[config.mk]
export PLATFORM = sky130hd
export DESIGN_NAME = inout_sram_streamer
export DESIGN_NICKNAME = d
export VERILOG_FILES = /design/src/rtl/inout_sram_streamer.sv
export SDC_FILE = /design/constraint.sdc
export NUM_CORES = 1
export LEC_CHECK = 0
export BUFFER_PORTS_ARGS = -buffer_cell sky130_fd_sc_hd__buf_2
export CAP_MARGIN = 20
export CORE_ASPECT_RATIO = 1.4
export CORE_MARGIN = 3
export CORE_UTILIZATION = 59
export CTS_CLUSTER_SIZE = 30
export DETAILED_ROUTE_END_ITERATION = 10
export PLACE_DENSITY = 0.82
export SYNTH_ARGS = -nofsm -noshare
export SYNTH_HDL_FRONTEND = slang
export SYNTH_SLANG_ARGS = --single-unit
[constraint.sdc]
create_clock -name clk -period 4.3 [get_ports clk]
set_input_delay 0.645 -clock clk [delete_from_list [all_inputs] [get_ports clk]]
set_output_delay 0.645 -clock clk [all_outputs]
set_load 0.005 [all_outputs]
[src/rtl/inout_sram_streamer.sv]
// Streams a window of 16-bit words from a 1-cycle-latency SRAM into a
// valid/ready port, gating reads on credit in a small output skid FIFO.
module inout_sram_streamer #(
    parameter int MAX_WORDS  = 196608,
    parameter int FIFO_DEPTH = 2
) (
    input  logic        clk,
    input  logic        rst_n,
    input  logic        start,
    input  logic [17:0] base_addr,
    input  logic [18:0] length,
    output logic        busy,
    output logic        done,
    output logic        error,
    output logic        mem_cs,
    output logic        mem_oe,
    output logic        mem_web,
    output logic [17:0] mem_addr,
    input  logic [31:0] mem_rdata,
    output logic        out_valid,
    input  logic        out_ready,
    output logic [15:0] out_data,
    output logic        out_last
);

    localparam int PW = (FIFO_DEPTH > 1) ? $clog2(FIFO_DEPTH) : 1;
    localparam int CW = $clog2(FIFO_DEPTH + 1);

    typedef enum logic [1:0] {
        IDLE,
        RUN,
        DRAIN,
        FIN
    } state_t;

    state_t state_q, state_d;

    logic [17:0] addr_q;
    logic [18:0] len_q;
    logic [18:0] issued_q;
    logic [18:0] out_idx_q;
    logic        oe_q;
    logic        err_q;
    logic [CW-1:0] cnt_q;
    logic [PW-1:0] wr_ptr_q;
    logic [PW-1:0] rd_ptr_q;
    logic [15:0] fifo_mem [FIFO_DEPTH];

    logic [19:0] end_addr;
    logic        start_req;
    logic        start_ok;
    logic        credit;
    logic        issue;
    logic        last_issue;
    logic        pop;
    logic        push;
    logic        pop_fifo;
    logic        fifo_empty;
    logic        unused_rdata_hi;

    assign unused_rdata_hi = ^mem_rdata[31:16];

    // Range check is done one bit wider than the sum so it can never wrap.
    assign end_addr  = {2'b00, base_addr} + {1'b0, length};
    assign start_ok  = (length != 19'd0) && (end_addr <= 20'(MAX_WORDS));
    assign start_req = (state_q == IDLE) && start;

    assign fifo_empty = (cnt_q == '0);
    assign out_valid  = !fifo_empty || oe_q;
    assign pop        = out_valid && out_ready;

    // The word returning this cycle already owns a slot; a pop frees one.
    assign credit = (32'(cnt_q) + 32'(oe_q) + 32'd1)
                    <= (32'(FIFO_DEPTH) + 32'(pop));

    // A returning word bypasses straight to the head when the FIFO is empty.
    assign push     = oe_q && !(fifo_empty && pop);
    assign pop_fifo = pop && !fifo_empty;

    assign last_issue = issue && (issued_q == len_q - 19'd1);

    assign out_data = !fifo_empty ? fifo_mem[rd_ptr_q]
                    : (oe_q ? mem_rdata[15:0] : 16'h0000);
    assign out_last = out_valid && (out_idx_q == len_q - 19'd1);

    assign mem_addr = addr_q;
    assign mem_oe   = oe_q;
    assign mem_web  = 1'b1;
    assign error    = err_q;

    function automatic logic [PW-1:0] ptr_inc(input logic [PW-1:0] p);
        return (p == PW'(FIFO_DEPTH - 1)) ? '0 : p + PW'(1);
    endfunction

    always_ff @(posedge clk) begin
        if (!rst_n) begin
            state_q <= IDLE;
        end else begin
            state_q <= state_d;
        end
    end

    always_comb begin
        state_d = state_q;
        unique case (state_q)
            IDLE: begin
                if (start && start_ok) begin
                    state_d = RUN;
                end
            end
            RUN: begin
                if (last_issue) begin
                    state_d = DRAIN;
                end
            end
            DRAIN: begin
                if (pop && out_last) begin
                    state_d = FIN;
                end
            end
            FIN: begin
                state_d = IDLE;
            end
            default: begin
                state_d = IDLE;
            end
        endcase
    end

    always_comb begin
        busy  = 1'b0;
        done  = 1'b0;
        issue = 1'b0;
        unique case (state_q)
            IDLE: begin
            end
            RUN: begin
                busy  = 1'b1;
                issue = (issued_q < len_q) && credit;
            end
            DRAIN: begin
                busy = 1'b1;
            end
            FIN: begin
                done = 1'b1;
            end
            default: begin
            end
        endcase
        mem_cs = issue;
    end

    always_ff @(posedge clk) begin
        if (!rst_n) begin
            addr_q    <= '0;
            len_q     <= '0;
            issued_q  <= '0;
            out_idx_q <= '0;
            oe_q      <= 1'b0;
            err_q     <= 1'b0;
            cnt_q     <= '0;
            wr_ptr_q  <= '0;
            rd_ptr_q  <= '0;
        end else begin
            err_q <= start_req && !start_ok;
            oe_q  <= issue;
            if (start_req && start_ok) begin
                addr_q    <= base_addr;
                len_q     <= length;
                issued_q  <= '0;
                out_idx_q <= '0;
            end else begin
                if (issue) begin
                    addr_q   <= addr_q + 18'd1;
                    issued_q <= issued_q + 19'd1;
                end
                if (pop) begin
                    out_idx_q <= out_idx_q + 19'd1;
                end
            end
            if (push) begin
                wr_ptr_q <= ptr_inc(wr_ptr_q);
            end
            if (pop_fifo) begin
                rd_ptr_q <= ptr_inc(rd_ptr_q);
            end
            cnt_q <= cnt_q + CW'(push) - CW'(pop_fifo);
        end
    end

    always_ff @(posedge clk) begin
        if (push) begin
            fifo_mem[wr_ptr_q] <= mem_rdata[15:0];
        end
    end

endmodule

==> results_dict.tcl <==
set metrics [dict create \
    antennaDiodeCount 0 \
    maxCapViolations 0 \
    syn2layout_area_growth_pct 14.68 \
    first_global_vias 7309 \
    crit_type "flip-flop to primary output" \
    powerDensity_nw_per_um2 476.7 \
    drtAntennaViolNets 0 \
    crit_arrival_ps 3350 \
    crit_chain "inv_1 -> ha_1 -> nor4b_4 -> nand4_1 -> nand2_1 -> nand4b_1 -> a2111oi_2 -> o2111ai_1 -> nor3_1 -> buf_2" \
    rrSetupSlack_ps 820 \
    critPathMaxStageDelay_ps 600 \
    grt_use_total 0.2959 \
    finalWeightedCongestion 0.9267 \
    vias 7435 \
    status "complete, no violations" \
    die_w_um 105.2 \
    critPathSlowestCell "nor4b_4" \
    layout_commonest_cell "nand2_1" \
    coreArea_um2 13450 \
    clkTransAtPathRegs_ps 70 \
    syn-num-nets 1076 \
    clk_latency_ps 430 \
    io_pins 115 \
    relSlewSlack 0.3829 \
    setup_viol 0 \
    hold_viol 0 \
    clkSinkCount 116 \
    slew_violations 0 \
    root_buffer "clkbuf_16" \
    start_util 0.6037 \
    dieArea_um2 15230 \
    synth.avg_cell_area_um2 8.530 \
    cp_data_required_time_ps 3650 \
    drt-initial-drc-count 436 \
    worst_pin_slew_ps 924.4 \
    grt_max_degree 49 \
    fmaxAchievable_mhz 250.2 \
    peakVddDrop_mv 0.3348 \
    wl_um 22260 \
    async_flop_share 0 \
    synth_area_leaders "dfxtp_1 (21%), edfxtp_1 (12%), ha_1 (7.7%), mux2i_1 (7.0%), nand2_1 (6.3%)" \
    antenna_found_initial 0 \
    p_leak_nw 3.757 \
    yosysUniqueCellTypes 76 \
    wl_per_cell_um 18.19 \
    fin_util 0.6924 \
    synth-edff-count 32 \
    cts.path.max_buffers 2 \
    setup_slack_ps 303.9 \
    drive_gt1_frac 0.1545 \
    crit_path_end_kind "primary output" \
    critPathMaxFanout 10 \
    ys.flop_type "dfxtp_1" \
    post-route-period-util 0.9293 \
    period_minus_slack_ps 3996 \
    fin_skew_ps 10.99 \
    yosys_warnings 0 \
    synth_area_leader_cell "dfxtp_1" \
    nets 1153 \
    die_y_um 144.8 \
    pre_cts_slack_ps 354.6 \
    grt_setup_unrepaired "false" \
    synth_top_area_share 0.2071 \
    ys_seq_area_frac 0.3254 \
    syn_area_um2 8120 \
    postCtsHoldBufs 0 \
    grt_pass1_wl_um 35850 \
    htree_num_levels 4 \
    hold_ws_ps 418.6 \
    io_buffers 97 \
    hpwlAfterDp_um 16320 \
    fin_setup_tns_ps 0 \
    drtPass1Iterations 6 \
    cts-buffers-inserted 17 \
    cts_tree "done" \
    layout_common_cells "nand2_1 (137), buf_2 (97), dfxtp_1 (84)" \
    ys_ff_latch 116 \
    drc_errors 0 \
    hp-class "input pin to flip-flop" \
    synthCells 952 \
    cp-start-kind "flip-flop" \
    globalRoute.totalOverflow 0 \
    routed_via_density 6.074 \
    row_count 50 \
]
[synthesized netlist by cell type, drive strengths merged, types with 32 or more instances]
master  number
nand2      137
dfxtp       84
nor2        74
mux2i       57
xnor2       52
ha          50
nand3       48
xor2        48
inv         44
o21ai       38
edfxtp      32
[worst paths after layout]
path,start,end,cells after the start
worst max-delay path,len_q[0],out_last,10
worst min-delay path,mem_rdata[13],fifo_mem[0][13],1
worst max register to register,len_q[0],state_q[1],11
worst min register to register,state_q[1],state_q[1],2
[layout make-up]
type                            count  area, µm²
Multi-Input combinational cell    740       5031
Fill cell                        1062       4138
Sequential cell                   116       2643
Timing Repair Buffer              109      600.6
Clock buffer                       17      425.4
Tap cell                          182      227.7
Clock inverter                     15      216.5
Inverter                           45      168.9
[layer usage]
| layer | GRT usage | vias up | share of wire |
|---|---|---|---|
| li1 | - | 3566 | - |
| met1 | 0.3195 | 3526 | 0.38 |
| met2 | 0.5404 | 263 | 0.52 |
| met3 | 0.04705 | 80 | 0.044 |
| met4 | 0.1880 | 0 | 0.054 |
| met5 | 0 | - | 0 |
[cells by family after synthesis]
logic type                 Yosys count  share of synthesized area
muxes                               57                    0.07026
adders and majority gates           51                    0.07951
buffers and inverters               96                    0.05809
and+or+nand+nor                    387                     0.2373
xor gates and xnor gates           100                     0.1079
AOI/OAI and AO/OA                  144                     0.1211
other                                1                  0.0004618
DFF                                116                     0.3254
[state kept, by name, indices dropped and copies added (netlist names), named ones only]
| signal | flops |
|---|---|
| wr_ptr_q | 1 |
| error | 1 |
| mem_oe | 1 |
| mem_addr | 18 |
| len_q | 19 |
| issued_q | 19 |
| rd_ptr_q | 1 |
| cnt_q | 2 |
| fifo_mem | 32 |
| out_idx_q | 19 |
| state_q | 2 |
[through the flow]
step / power [mW] / area (µm²) / std cells
2_1_floorplan: 2.407 / 8120 / 952
3_3_place_gp: 2.831 / 8667 / 1192
3_5_place_dp: 2.860 / 8667 / 1192
4_1_cts: 4.433 / 9309 / 1224
5_1_grt: 4.673 / 9313 / 1224
6_report: 4.439 / 9313 / 1224
[power breakdown]
| part | switching [mW] | leakage [nW] | internal [mW] | total, mW |
|---|---|---|---|---|
| Sequential | 0.131 | 0.968 | 1.21 | 1.34 |
| Clock | 0.567 | 0.313 | 0.986 | 1.55 |
| Combinational | 0.903 | 2.48 | 0.642 | 1.54 |
| Total | 1.60 | 3.76 | 2.84 | 4.44 |
[critical path: cells and delay by family (launching register included)]
kind / cells / cell delay [ps]
adder cells (fa/ha/maj): 1 / 250
buffers and inverters: 2 / 250
flip-flops: 1 / 400
AO/OA/AOI/OAI: 2 / 580
AND/OR/NAND/NOR: 5 / 1440
[timing repair]
action                                  in CTS  in global routing
setup buffers                                0                  0
endpoints found under the setup margin       0                  1
resized for setup                            0                  1
No activity file was read; power rests on OpenSTA's default activity.
